$ cat src/rtl/program_loader.sv
// program_loader: writes a framed HDR/LEN/START/words stream into one of three 512x9 program slots, then pulses init
//   in:  clk, reset (sync, active-high), in_data/in_valid (stream word + valid)
//   out: in_ready, wr_en/wr_prog/wr_addr/wr_data (slot write port, registered),
//        init/start_address (launch), slot_valid, err, busy
//   `CHECKSUM_EN: a trailing XOR word follows the last instruction; a mismatch cancels the launch
module program_loader #(
  parameter int DATA_W = 9,
  parameter int ADDR_W = 9
) (
  input  logic              clk,
  input  logic              reset,
  input  logic [DATA_W-1:0] in_data,
  input  logic              in_valid,
  output logic              in_ready,
  output logic              wr_en,
  output logic [1:0]        wr_prog,
  output logic [ADDR_W-1:0] wr_addr,
  output logic [DATA_W-1:0] wr_data,
  output logic              init,
  output logic [ADDR_W-1:0] start_address,
  output logic [2:0]        slot_valid,
  output logic              err,
  output logic              busy
);
  typedef enum logic [2:0] {IDLE, LEN, START, LOAD, CHK, LAUNCH} state_t;
  state_t r_state, w_next;
  logic [1:0] r_slot;
  logic [ADDR_W-1:0] r_len, r_cnt, r_start;
  logic w_acc, w_last, w_err;
  logic [1:0] w_hdr;
  logic [2:0] w_clr_mask, w_set_mask;
`ifdef CHECKSUM_EN
  logic [DATA_W-1:0] r_xor;
`endif
  assign in_ready = r_state != LAUNCH;
  assign busy = r_state != IDLE;
  assign w_acc = in_valid && in_ready;
  assign w_last = r_cnt == r_len;
  assign w_hdr = in_data[DATA_W-1 -: 2];
  // slot 00 minus one wraps to a shift of 3, giving an all-zero mask
  assign w_clr_mask = 3'b001 << (w_hdr - 2'd1);
  assign w_set_mask = 3'b001 << (r_slot - 2'd1);
  always_comb begin
    w_next = r_state;
    w_err = 1'b0;
    if (w_acc)
      case (r_state)
        IDLE: begin
          w_next = w_hdr != 2'b00 ? LEN : IDLE;
          w_err = w_hdr == 2'b00;
        end
        LEN: w_next = START;
        START: w_next = LOAD;
`ifdef CHECKSUM_EN
        LOAD: w_next = w_last ? CHK : LOAD;
        CHK: begin
          w_next = in_data == r_xor ? LAUNCH : IDLE;
          w_err = in_data != r_xor;
        end
`else
        LOAD: w_next = w_last ? LAUNCH : LOAD;
`endif
        default: w_next = r_state;
      endcase
    else if (r_state == LAUNCH)
      w_next = IDLE;
  end
  always_ff @(posedge clk)
    if (reset) begin
      r_state <= IDLE;
      r_slot <= '0;
      r_len <= '0;
      r_cnt <= '0;
      r_start <= '0;
      wr_en <= 1'b0;
      wr_prog <= '0;
      wr_addr <= '0;
      wr_data <= '0;
      init <= 1'b0;
      start_address <= '0;
      slot_valid <= '0;
      err <= 1'b0;
`ifdef CHECKSUM_EN
      r_xor <= '0;
`endif
    end else begin
      r_state <= w_next;
      wr_en <= w_acc && r_state == LOAD;
      init <= r_state == LAUNCH;
      err <= w_err;
      if (w_acc && r_state == IDLE) begin
        r_slot <= w_hdr;
        slot_valid <= slot_valid & ~w_clr_mask;
      end
      if (r_state == LAUNCH) begin
        start_address <= r_start;
        slot_valid <= slot_valid | w_set_mask;
      end
      if (w_acc && r_state == LEN)
        r_len <= ADDR_W'(in_data);
      if (w_acc && r_state == START) begin
        r_start <= ADDR_W'(in_data);
        r_cnt <= '0;
`ifdef CHECKSUM_EN
        r_xor <= '0;
`endif
      end
      if (w_acc && r_state == LOAD) begin
        wr_prog <= r_slot;
        wr_addr <= r_cnt;
        wr_data <= in_data;
        r_cnt <= r_cnt + 1'b1;
`ifdef CHECKSUM_EN
        r_xor <= r_xor ^ in_data;
`endif
      end
    end
endmodule

$ cat config.mk
export PLATFORM = sky130hd
export DESIGN_NAME = program_loader
export DESIGN_NICKNAME = d
export VERILOG_FILES = /design/src/rtl/program_loader.sv
export SDC_FILE = /design/constraint.sdc
export NUM_CORES = 1
export LEC_CHECK = 0
export ABC_CLOCK_PERIOD_IN_PS = 2150
export BUFFER_PORTS_ARGS = -buffer_cell sky130_fd_sc_hd__buf_2
export CAP_MARGIN = 10
export CORE_UTILIZATION = 54
export DETAILED_ROUTE_END_ITERATION = 6
export PLACE_DENSITY = 0.85
export SLEW_MARGIN = 30
export SYNTH_ARGS = -nofsm -noshare
export SYNTH_HDL_FRONTEND = slang
export SYNTH_SLANG_ARGS = --single-unit
$ cat constraint.sdc
create_clock -name clk -period 2.15 [get_ports clk]
set_clock_uncertainty 0.1 [all_clocks]
set_input_delay 0.1075 -clock clk [delete_from_list [all_inputs] [get_ports clk]]
set_output_delay 0.1075 -clock clk [all_outputs]
set_load 0.005 [all_outputs]
== After elaboration in Yosys (flattened, before gate mapping) ==
Index checks and enable logic that the tools add are counted.

* Add/subtract/negate cells: 3
* $mul: 0
* Div/mod/pow operators: 0
* $lt $le $gt $ge: 0
* Equal/unequal tests: 7
* Shift operators: 2
* Muxes and demuxes: 9
* Bitwise logic cells: 5
* Reductions and logical operators: 14

{| class="wikitable"
|+ Operator list
! operator !! count
|-
| two-way mux 9 bit || 2
|-
| two-way mux 3 bit || 5
|-
| case mux 3 bit (4 select lines) || 1
|-
| adder 9 x 1 -> 9 bit (second input constant) || 1
|-
| equality test 9 bit || 1
|-
| nonzero test 2 bit || 4
|-
| equality test 3 x 2 -> 1 bit (second input constant) || 2
|-
| left shift 1 x 2 -> 3 bit (first input constant) || 2
|-
| logical AND 1 bit || 5
|-
| != test 5 x 1 -> 1 bit (second input constant) || 1
|-
| subtractor 2 x 1 -> 2 bit (second input constant) || 2
|-
| AND 3 bit || 1
|-
| equality test 3 x 1 -> 1 bit (second input constant) || 1
|-
| equality test 3 bit (second input constant) || 1
|-
| logical NOT 3 bit || 1
|-
| != test 3 bit (second input constant) || 1
|-
| NOT 3 bit || 1
|-
| OR 3 bit || 1
|-
| nonzero test 3 bit || 1
|-
| OR reduction 3 bit || 1
|-
| logical NOT 2 bit || 1
|-
| NOT 1 bit || 2
|-
| AND reduction 2 bit || 1
|-
| two-way mux 1 bit || 1
|}

* Flip-flop bits (word level): 67
* Bits in latches: 0
* Bits in writable memories: 0
* Bits in read-only memories: 0
* Output and inout port bits: 37
* Memories kept: 0

== Logic depth before layout (Yosys ltp) ==
Gate-level depths: netlist of run 1.

* Depth in word-level cells: 6
* Mapped depth: 7
* Gate-level depth less buffers: 6

== Least setup slack after synthesis of run 1 ==
Ideal clock, no wire load.

* Path type: reg-to-reg
* Start point: register r_cnt[0]
* End point: register r_cnt[8]
* Arrival time: 1302 ps
* Setup slack: 625 ps
* Cell stages (with the launch flop): 6
* Clock period less this slack: 1525 ps
* Cells stage by stage: dfxtp_1 > ha_1 > nand3_1 > or3_1 > a21oi_1 > o22ai_1

* Longest elaborated chain between the ends: 2

{| class="wikitable"
|+ RTL lines
! what !! RTL line !! text
|-
| start, declared || 28 || <nowiki>logic [ADDR_W-1:0] r_len, r_cnt, r_start;</nowiki>
|-
| start signal, assigned || 112 || <nowiki>r_cnt <= r_cnt + 1'b1;</nowiki>
|-
| adder 9 x 1 -> 9 bit || 112 ||
|-
| two-way mux 9 bit || 108 || <nowiki>if (w_acc && r_state == LOAD) begin</nowiki>
|}

Every way passes these cells.
A chain may end at the register's enable or synchronous reset.

== Final worst setup path of run 1 ==
* Start point: register r_state[0]
* End point: register err

* Longest elaborated chain between the ends: 4

{| class="wikitable"
|+ RTL lines
! what !! RTL line !! text
|-
| start, declared || 26 || <nowiki>state_t r_state, w_next;</nowiki>
|-
| start signal, assigned || 87 || <nowiki>r_state <= w_next;</nowiki>
|-
| != test 3 bit || 35 || <nowiki>assign in_ready = r_state != LAUNCH;</nowiki>
|-
| logical AND 1 bit || 37 || <nowiki>assign w_acc = in_valid && in_ready;</nowiki>
|-
| NOT 1 bit (no line) || n/a ||
|-
| OR reduction 3 bit (no line) * || n/a ||
|-
| end signal, assigned || 90 || <nowiki>err <= w_err;</nowiki>
|-
| end, declared || 22 || <nowiki>output logic err,</nowiki>
|}

Mark *: on every way between the ends. The rest lies on a longest branch, timed or not.

==> flow_results.org, run 1 <==
** Outcome
- The flow ran to the end, and the final reports show no timing, DRC or antenna violations.

** Hold path
- The startpoint identified for the worst hold timing path is in_valid.
- The path with the worst hold slack has its endpoint at r_state[1].
- Worst hold path class :: input port to flip-flop
- Depth of the worst hold-timing path :: 3

** GRT
- Number of antenna violations at the first check in global routing :: 0
- Total congestion overflow :: 0
- Global routing consumed, over all layers together, 24.7% of the routing resources.
- The via count of the first global-routing pass is about 2200.
- Entering global routing, the biggest net connects 28 pins.
- The first global-routing pass estimated approximately 10000 um of wire.

** Route
- DR vias :: roughly 2400
- The detail route stage leaves a number of antenna-violating nets equal to 0.
- In the routed layout, each cell is associated on average with a via count of ~5.4.
- Number of DRC violations after detailed-routing iteration 0 :: 221
- Mean routed wirelength per cell :: between 10 and 15 um
- In the routed design, unresolved DRC markers number 0.
- Final wirelength :: 6040 um
- DR pass1 iterations :: 4

** Job
- Max-cap violations in this run came to 0.

** Yosys
- Number of different library cells in the post-synthesis netlist :: 42
- Counting every net in the synthesized netlist gives about 350.
- By area, the combinational part of the netlist is dominated by simple AND/OR/NAND/NOR gates.
- Of the post-synthesis cell area, the part taken by muxes is 0%.
- Top cells by instance count after synthesis :: nand2_1 (107), dfxtp_1 (67), a21oi_1 (57)
- Xor and xnor area share after synthesis :: 3.29%
- Yosys printed 0 warnings.
- Yosys top cell area share :: approximately 50%
- Most numerous cell in the Yosys netlist :: nand2_1
- Largest area contributor in the synthesized netlist :: dfxtp_1
- Synth Area in Adders :: less than 1%
- Mean Syn Cell Area :: around 8.0 um2
- In the synthesized netlist, the number of instances is between 300 and 400.
- After synthesis, the share of flip-flops with an asynchronous set or reset is 0%.
- Number of flops mapped to enable cells by yosys :: 0
- After synthesis, the cell types taking the most area are dfxtp_1 (50%), nand2_1 (15%), a21oi_1 (11%).
- Flip-flop cell with the highest count after synthesis :: dfxtp_1
- Of the total synthesized cell area, the portion taken by AND, OR, NAND and NOR gates is 25.4%.
- The synthesized design contains 67 register bits.
- Compound-Gate Fraction of Synth Area :: between 10% and 20%
- Portion of the post-synthesis area used by sequential elements :: around 50%
- The mapped netlist covers 0.00267 mm2.

** Floorplan
- The floorplan step set the die height to about 72 um.
- The core region is 0.00472 mm2.
- The die covers 0.00522 mm2.
- Top-Level Pins :: approximately 50
- Horizontal die dimension :: between 70 and 80 um
- Starting density of the core :: roughly 56%
- After floorplanning, the core was divided into 25 placement rows.

** Clock tree
- The H-tree was split into 3 levels.
- In this run, post-CTS repair resized a total of 0 instances.
- The tree built by TritonCTS fans out to 67 sinks.
- CTS root buffer :: clkbuf_8
- The number of clock buffers added by TritonCTS is 9.
- Clock latency on the worst-skew pair, taken at its later pin, is 340 ps.
- TritonCTS built the clock tree.
- Buffers from clock root to sink, at most :: 2
- Clock-pin slew was measured on the worst setup and hold paths at about 80 ps.

** Timing
- Minimum hold slack :: about 97 ps
- At the pin with the least slew margin, the transition time is around 510 ps.
- In this run the tightest slew margin relative to its limit is about two thirds.
- Final min period :: 1950 ps
- The final-report hold violation count is 0.
- Setup total negative slack on the finished layout was measured at 0 ps.
- Setup repair after global routing left no endpoint under its margin.
- Final worst-path setup slack :: roughly 200 ps
- The final critical path takes up 90.7% of the cycle.
- Setup violations remaining at the end of the flow were counted as 0.
- Timing would allow up to between 500 and 600 MHz.
- Final slew viol count :: 0

** Worst setup path
- End of the worst register-to-register path :: err
- Startpoint type of the worst setup path :: flip-flop
- STA puts the critical path data required time at between 2000 and 2500 ps.
- The critical path is of the flip-flop to flip-flop type.
- Depth of the most critical reg-to-reg path :: 4
- The startpoint identified for the worst register-to-register timing path is r_state[0].
- Maximum net fanout on the critical path :: 12
- Signal arrival time at the worst endpoint :: 2130 ps
- The worst setup path is captured at a flip-flop.
- Flop2flop setup slack :: around 200 ps

** Power and ir drop
- Max rail drop VDD :: 0.000499 V
- Power per standard cell area :: about 800 mW/mm2
- Leakage component of the power :: roughly 1.3 nW

** Cells and area
- Area taken by flip-flops and latches :: approximately 0.0013 mm2
- Ratio of cells with drive above 1 in the final layout :: 19.6%
- 0 antenna diodes ended up in the layout.
- Utilization after layout :: between 60% and 70%
- Compared with the post-synthesis result, the final layout area differs by 21.2%.
- Fill cell instance count of the final layout :: 392
- Layout net count :: 396
- The multi-input combinational cells in the finished layout cover a total of 0.00119 mm2.

** Placed design
- HPWL after detailed placement :: 3970 um
- Final estimated routing congestion in global placement :: between 0.8 and 0.9
- Number of buffers added on ports :: 48
- Before CTS, the worst setup slack after placement is 472 ps.
## where the power goes
| part | leakage (nW) | internal [W] | switching [W] |
|---|---|---|---|
| Combinational | 0.619 | 0.0000561 | 0.0000895 |
| Clock | 0.108 | 0.000684 | 0.000485 |
| Sequential | 0.541 | 0.00126 | 0.0000228 |
## cell usage in the layout, fill, tap and decap left out, types with 2 or more instances in the layout
master and n:
nand2_1 107, dfxtp_1 67, a21oi_1 57, buf_2 48, nor2_1 14, clkbuf_8 10
dlygate4sd3_1 10, nand3_1 8, xnor2_1 8, o21ai_0 7, nor3_1 4, buf_4 4
inv_1 3, a31oi_1 2, a311oi_1 2, xor2_1 2, nand4_1 2, or3_1 2
clkinvlp_4 2, bufinv_16 2
## per-layer routing
layer | global-route usage, % | share of wire (%)
met1 | 30.9 | 44
met2 | 40.8 | 48
met3 | 7.50 | 6.8
met4 | 8.06 | 1.4
met5 | 0 | 0
## metrics by stage
stage	std cells	area (um2)	power [W]
floorplan	332	2670	0.00140
global placement	429	2900	0.00144
detailed placement	429	2900	0.00144
CTS	455	3230	0.00261
global route	455	3230	0.00268
finish	455	3230	0.00260
## timing repair
action                                 4_1_cts  5_1_grt
hold buffers                                10        0
endpoints found under the hold margin       28        0
buffers inserted                             0        0
## cell type report
| class | instances | share of cell area, % |
|---|---|---|
| timing repair buffer | 62 | 11.5 |
| tap | 67 | 2.60 |
| multi-input combinational | 239 | 36.9 |
| inverter | 4 | 0.465 |
| clock inverter | 6 | 2.75 |
| sequential | 67 | 41.5 |
| clock buffer | 10 | 4.26 |
## flip-flops by register name, indices dropped and copies added, names as in the netlist
signal and count:
r_cnt 9, r_len 9, r_start 9, start_address 9
wr_addr 9, wr_data 9, r_state 3, slot_valid 3
r_slot 2, wr_prog 2, err 1, init 1
wr_en 1
## critical path: stages (launching register included)
cell and delay [ps]:
dfxtp_1 440, nor2_1 360, nand2_1 170, nor4_1 240, dlygate4sd3_1 590
## worst max-delay path by stage
stage                     from  endpoint  cells past startpoint
floorplan             r_cnt[0]  r_cnt[8]                      5
global placement      r_cnt[0]  r_cnt[8]                      5
detailed placement    r_cnt[0]  r_cnt[8]                      5
CTS                 r_state[0]       err                      4
global route        r_state[0]       err                      4
finish              r_state[0]       err                      4
## kinds of logic (layout without fill, tap and decap cells)
| logic type | count (synthesis) | count (layout) |
|---|---|---|
| AND/OR/NAND/NOR | 152 | 152 |
| AO/OA/AOI/OAI | 76 | 76 |
| flip-flops | 67 | 67 |
| buffers and inverters | 26 | 82 |
| XOR/XNOR | 10 | 10 |
| adder cells (fa/ha/maj) | 1 | 1 |
No activity file was read; power rests on OpenSTA's default activity.
==> run 2: changes to the inputs <==
Settings changed: RECOVER_POWER set to 25.
==> run 2 against run 1 <==
  * Die area unchanged
  * Maximum frequency down 0.54%
  * Combinational power about the same
  * Non-clock buffer count unchanged
  * Sequential power about the same
  * Cell count unchanged
  * Power about the same
  * Worst setup slack worse by 11 ps
  * Critical path depth unchanged
  * Clock-buffer cell count unchanged
  * Register-to-register slack about the same
  * Critical endpoint unchanged
  * Highest routed layer unchanged
==> flow_results.org, run 2 (same netlist as run 1, synthesis figures left out) <==
** Power and ir drop
- The final total power came to 0.00260 W (about the same).
- The relative contribution of the clock network to total power was 45.0% (about the same).
- The maximum ir drop on the vdd rail was 0.000500 V (+0.17%).
- Part of the total power dissipated in combinational logic :: 5.6% (about the same)
- Leakage component of the power :: 1.24 nW (-2.4%)
- The total power density per cell area is 807 mW/mm2 (+0.31%).
- The design internal power is 0.00200 W (about the same).
- The switching power total is 0.000598 W (+0.18%).
- The sequential power share is 49.4% (about the same).
- The switching part of the total was 23.0% (+0.032 points).

** Clock tree
- The number of buffers inserted during clock tree synthesis was 9 (unchanged).
- The clock-pin slew on the worst setup and hold paths came to 80 ps (about the same).
- Number of H-tree levels :: 3 (unchanged)
- TritonCTS built the clock tree.
- The buffer levels on the longest clock path came to 2 (unchanged).
- The clock latency of the later-clocked register in the worst-skew pair is 340 ps (about the same).
- The post-CTS setup buffer count is 0 (unchanged).
- The tree is rooted in a clkbuf_8.
- The sink count of the clock tree was 67 (unchanged).

** Route
- Final wirelength :: 6030 um (-0.28%)
- The number of iterations in the first detailed-routing pass was 4 (unchanged).
- Number of DRC violations after detailed-routing iteration 0 :: 220 (-0.45%)
- Mean routed wirelength per cell :: 13.2 um (-0.28%)
- The total via count in the routed design is 2427 (-0.33%).
- Number of antenna-violating nets in the routed design :: 0 (unchanged)
- The residual DRC count is 0 (unchanged).
- Vias per cell :: 5.33 (-0.33%)

** Cells and area
- Highest-count cells in the layout ignoring fill and taps :: nand2_1 (107), dfxtp_1 (67), a21oi_1 (57)
- Ratio of cells with drive above 1 in the final layout :: 17.8% (-1.8 points)
- Non-filler instance count after layout :: 455 (unchanged)
- Antenna cell count :: 0 (unchanged)
- Most common cell after layout, fill and taps aside :: nand2_1
- The net count of the finished layout came to 396 (unchanged).
- The area growth from synthesis to layout is 20.8%.

** Worst setup path
- The top fanout value on the critical path is 12 (unchanged).
- The worst setup path is of the flip-flop to flip-flop kind.
- Buf/Inv on CP :: 1 (unchanged)
- The critical path required time is 2330 ps (about the same).
- The critical path starts at r_state[0].
- In this run the worst setup path terminates at err.
- Startpoint type of the worst setup path :: flip-flop
- In this run the critical register-to-register path is captured at err.
- On the critical path, the stage with the largest delay is an instance of dlygate4sd3_1.
- The path length in cells of the critical path came to 4 (unchanged).
- Depth of the most critical reg-to-reg path :: 4 (unchanged)
- Flop2flop setup slack :: 190 ps (about the same)
- The stage delay of the slowest cell on the critical path is 590 ps (about the same).
- The startpoint identified for the worst register-to-register timing path is r_state[0].
- The data arrival time of the worst path is 2140 ps (about the same).
- The critical path goes through nor2_1 > nand2_1 > nor4_1 > dlygate4sd3_1.
- Grouping stages by cell kind, the critical path spends the most delay in simple AND/OR/NAND/NOR gates.
- Nature of the critical path endpoint :: flip-flop

** Timing
- Unrepaired setup endpoints after global routing :: false
- The final-report hold violation count was 0 (unchanged).
- Peak Freq :: 510 MHz (-0.54%)
- Relative slew slack :: 66.6% (+0.40 points)
- The total setup violations reported at the end of the flow was 0 (unchanged).
- Share of the clock period used by the worst path :: 91.2% (+0.49 points)
- The actual slew at the worst max-slew pin came to 501 ps (-6.03 ps).
- Final min period :: 1960 ps (+10.5 ps)
- The final number of max-transition violations was 0 (unchanged).
- Final sum of negative setup slack :: 0 ps (unchanged)

** GRT
- Pin count of the biggest net entering global routing :: 28 (unchanged)
- The via count of the first global-routing pass is 2164 (unchanged).
- The final global-route overflow total came to 0 (unchanged).
- The number of antenna violations at the first check in global routing is 0 (unchanged).
- The total track usage was 24.7% (unchanged).
- Global-route wire length before repair :: 9790 um (unchanged)

** Floorplan
- Horizontal die dimension :: 72.3 um (unchanged)
- The core area came to 0.00472 mm2 (unchanged).
- Area of the die :: 0.00522 mm2 (unchanged)
- The height of the die is 72.3 um (unchanged).
- Number of rows in the core area :: 25 (unchanged)
- The number of top-level design ports is 49 (unchanged).
- The starting density of the core came to 56.4% (unchanged).

** Placed design
- The port buffer count is 48 (unchanged).
- HPWL after detailed placement :: 3970 um (unchanged)
- Placed instance count :: 429 (unchanged)
- Final estimated routing congestion in global placement :: 0.870 (unchanged)

** Job
- The max-cap check violation count came to 0 (unchanged).

** Outcome
- The run finished with clean final reports.

** Hold path
- The min-delay analysis places its worst path in the category input port to flip-flop.
run 2: power by group through the flow:
| stage | Combinational (W) | Sequential (W) | Clock (W) |
|---|---|---|---|
| 4_1_cts | 0.000145 | 0.00128 | 0.00118 |
| 5_1_grt | 0.000162 | 0.00129 | 0.00123 |
| 3_5_place_dp | 0.000131 | 0.00131 | 0 |
| 2_1_floorplan | 0.000102 | 0.00130 | 0 |
| 6_report | 0.000145 | 0.00128 | 0.00117 |
| 3_3_place_gp | 0.000129 | 0.00131 | 0 |
run 2: worst min path at each step:
stage / cells past startpoint / to / start
finish: 3 / r_state[1] / in_valid
global route: 3 / r_state[1] / in_valid
CTS: 3 / r_state[1] / in_valid
detailed placement: 3 / r_len[1] / in_data[1]
global placement: 3 / wr_data[3] / in_data[3]
floorplan: 1 / err / in_data[7]
run 2: what timing repair did:
action                                  CTS  global route
hold endpoints to repair                 28             0
endpoints found under the setup margin    0             0
gates resized for setup                   0             0
hold buffers                             10             0
run 2: per-layer routing:
| metal | routed length, um | up-vias | part of all wire, % | global-route usage (%) |
|---|---|---|---|---|
| met2 | 2870 | 85 | 48 | 40.8 |
| met3 | 390 | 10 | 6.5 | 7.50 |
| met1 | 2680 | 1127 | 44 | 30.9 |
| met5 | 0 | - | 0 | 0 |
| li1 | - | 1205 | - | - |
| met4 | 85 | 0 | 1.4 | 8.06 |
run 2: metrics by stage:
stage          setup slack, ps  hold WS [ps]  util (%)  area, um2
6_report                   190          91.4      68.2       3220
5_1_grt                   49.5           114      68.2       3220
4_1_cts                    282          72.4      68.4       3230
3_5_place_dp               472           287      61.5       2900
3_3_place_gp               512           278      61.5       2900
2_1_floorplan              625          86.0         -       2670
run 2: cell type report:
cell class,instances,area [um2]
fillers,394,1500
flip-flops and latches,67,1340
multi-input cells,239,1190
repair buffers,62,362
clock buffers,10,138
clock inverters,6,88.8
well taps,67,83.8
inverters,4,15.0
run 2: worst register-to-register path: cells and delay by family (launching register included):
family                 cells  cell delay [ps]
flip-flops                 1              440
AND/OR/NAND/NOR            3              780
buffers and inverters      1              590
==> run 3: changes to the inputs <==
Settings changed: ABC_CLOCK_PERIOD_IN_PS 2150 to 1600, CORE_UTILIZATION 54 to 49, PLACE_DENSITY 0.85 to 0.81.
Clock period 2.15 ns to 1.6 ns, I/O delays scaled along.
==> run 3 against run 2 <==
  * Combinational power up 45%
  * Global-route usage down 1.9 points
  * Via count up 0.16%
  * Sequential share of layout area down 0.38 points
  * Routed wire length up 0.88%
  * Utilization down 5.2 points
==> flow_results.org, run 3 (same netlist as run 1, synthesis figures left out) <==
** GRT
- The number of antenna violations at the first check in global routing came to 0 (unchanged).
- The final global-route overflow total is 0 (unchanged).
- The via count of the first global-routing pass was 2129 (-1.6%).
- The maximum number of pins on one net before global-route repair is 45 (+61%).
- The total track usage came to 22.8% (-1.9 points).
- The global-route wire length before repair was 9470 um (-3.2%).

** Timing
- The final critical path takes up between 90 and 100% of the cycle.
- Final min period :: 1500 ps
- Transition time of the tightest slew-check pin :: 465 ps (-36.5 ps)
- Final slew viol count :: 0 (unchanged)
- Unrepaired setup endpoints after global routing :: false
- The total setup violations reported at the end of the flow is 0 (unchanged).
- The final-report hold violation count was 0 (unchanged).
- The final sum of negative setup slack was 0 ps (unchanged).
- Peak Freq :: between 600 and 700 MHz
- The worst max-slew margin expressed relative to the limit is 69.0% (+2.4 points).

** Worst setup path
- The data arrival time of the worst path was 1320 ps (-820 ps).
- The critical path required time was 1420 ps (-910 ps).
- Cell with the largest stage delay on the worst path :: dfxtp_2
- Startpoint-to-endpoint class of the critical path :: flip-flop to output pin
- The signal on the critical path passes through inv_1 > and3_4 > inv_4 > buf_2.
- End of the worst register-to-register path :: r_cnt[8]
- The stage delay of the slowest cell on the critical path was 370 ps (-220 ps).
- The worst register-to-register path begins at r_cnt[0].
- Startpoint type of the worst setup path :: flip-flop
- The top fanout value on the critical path is 13 (+1).
- The combined buffer and inverter count along the critical path came to 3 (+2).
- Depth of the most critical reg-to-reg path :: 5 (+1)
- Cell class contributing the biggest share of worst-path delay :: flip-flops
- The worst setup path is captured at an output pin.
- The register-to-register setup slack came to 130 ps (-60 ps).

** Placed design
- Placed instance count :: 443 (+3.3%)
- The half-perimeter wire length after placement came to 4180 um (+5.3%).
- The cell area after placement came to 0.00300 mm2 (+3.4%).
- Final estimated routing congestion in global placement :: 0.888 (+2.1%)
- The port buffer count is 48 (unchanged).

** Clock tree
- The post-CTS setup buffer count is 0 (unchanged).
- The maximum level of the CTS H-tree was 3 (unchanged).
- CTS root buffer :: clkbuf_8
- Clk sink count :: 67 (unchanged)
- TritonCTS clock tree :: done
- The number of buffers inserted during clock tree synthesis came to 9 (unchanged).
- The buffer levels on the longest clock path was 2 (unchanged).
- The clock latency of the later-clocked register in the worst-skew pair is 340 ps (about the same).
- Clock transition time at the flip-flop clock pins of the worst setup and hold paths :: 70 ps (about the same)

** Route
- The initial detailed-routing violation count is 135 (-39%).
- The post-detailed-route count of antenna-violating nets was 0 (unchanged).
- DR vias :: 2431 (+0.16%)
- Vias per cell :: 5.19 (-2.6%)
- The routed wire length came to 6080 um (+0.88%).
- The detail-routed net length per standard cell was 13.0 um (-1.9%).
- DR pass1 iterations :: 4 (unchanged)
- Remaining routing DRC violations :: 0 (unchanged)

** Cells and area
- The library cells used most frequently in the layout, excluding fill and tap cells, are nand2_1 (107), dfxtp_1 (64), a21oi_1 (57).
- Ratio of cells with drive above 1 in the final layout :: 18.1% (+0.31 points)
- The number of standard cells in the layout, taps in and fillers out was 468 (+2.9%).
- Layout Area Growth over Synthesis :: 22.3%
- Final instance area :: 0.00326 mm2 (+1.2%)
- The diode insertion count for antenna repair came to 0 (unchanged).
- Leaving out fill and tap cells, the most frequent cell in the layout is nand2_1.
- The net count of the finished layout is 406 (+2.5%).

** Power and ir drop
- Max rail drop VDD :: 0.000669 V (+34%)
- The final total power came to 0.00318 W (+22%).
- Leakage component of the power :: 1.23 nW (-0.42%)
- The total power density per cell area is 975 mW/mm2 (+21%).

** Floorplan
- The height of the die was 75.8 um (+4.8%).
- The starting density of the core is 51.5% (-4.9 points).
- The number of top-level design ports is 49 (unchanged).
- Area of the die :: 0.00574 mm2 (+9.9%)
- The die width was 75.8 um (+4.8%).
- The standard-cell row count came to 26 (+4.0%).
- The core area was 0.00517 mm2 (+9.5%).

** Hold path
- Depth of the worst hold-timing path :: 2 (-1)
- The worst hold path begins at reset.
- Hold path endpoint :: r_cnt[3]
- The worst hold path belongs to the class input port to flip-flop.

** Job
- Max capacitance violation total :: 0 (unchanged)

** Outcome
- The flow ran to the end, and the final reports show no timing, DRC or antenna violations.
==> run 3: cell types whose count changed in the layout (fill, tap and decap cells not counted), sizes merged <==
| cell | before | now |
|---|---|---|
| bufinv | 2 | 0 |
| clkinvlp | 2 | 0 |
| clkbuf | 17 | 32 |
| dlygate4sd3 | 10 | 9 |
==> run 3: area by class of cell <==
cell class	instances	area, um2
Tap cell	70	87.6
Clock inverter	2	10.0
Multi-Input combinational cell	239	1200
Timing Repair Buffer	72	433
Fill cell	448	1910
Clock buffer	14	163
Inverter	4	17.5
Sequential cell	67	1350
==> run 3: worst register-to-register path: cells and delay by family (launching register included) <==
family,cells,cell delay [ps]
adder cells (fa/ha/maj),1,190
AND/OR/NAND/NOR,2,490
flip-flops,1,340
AO/OA/AOI/OAI,2,240
==> run 3: stage by stage <==
| step | util [%] | setup WS, ps | hold slack, ps |
|---|---|---|---|
| final | 63.0 | 100 | 86.4 |
| after global routing | 63.0 | 4.17 | 78.5 |
| after CTS | 63.2 | 0.872 | 42.0 |
| after detailed placement | 58.0 | 105 | 258 |
| after global placement | 58.0 | 149 | 256 |
| after floorplan | - | 74.8 | 58.5 |
==> run 3: how the worst max path moves through the flow <==
stage	slack (ps)	cells past startpoint	end	start
after floorplan	70	5	r_cnt[8]	r_cnt[0]
after global placement	150	5	r_cnt[8]	r_cnt[0]
after detailed placement	100	5	r_len[4]	r_state[1]
after CTS	0.9	4	in_ready	r_state[1]
after global routing	4	4	r_start[5]	r_state[2]
final	100	4	in_ready	r_state[1]
==> run 3: power breakdown <==
group          switching (W)  internal [W]
clock               0.000602      0.000644
sequential         0.0000250       0.00170
combinational       0.000127     0.0000830
==> run 3: layer usage <==
metal  track usage (%)  part of all wire, %  vias to the layer above
met1              27.3                   45                     1124
li1                  -                    -                     1227
met2              37.8                   48                       71
met3              8.07                  5.6                        9
met4              8.64                  1.4                        0
met5                 0                    0                        -
==> run 3: what timing repair did <==
action | in CTS | in global routing
hold buffers | 9 | 0
gates cloned | 0 | 0
endpoints found under the hold margin | 30 | 0
pin swaps | 0 | 1
setup endpoints to repair | 1 | 14
resized for setup | 2 | 5
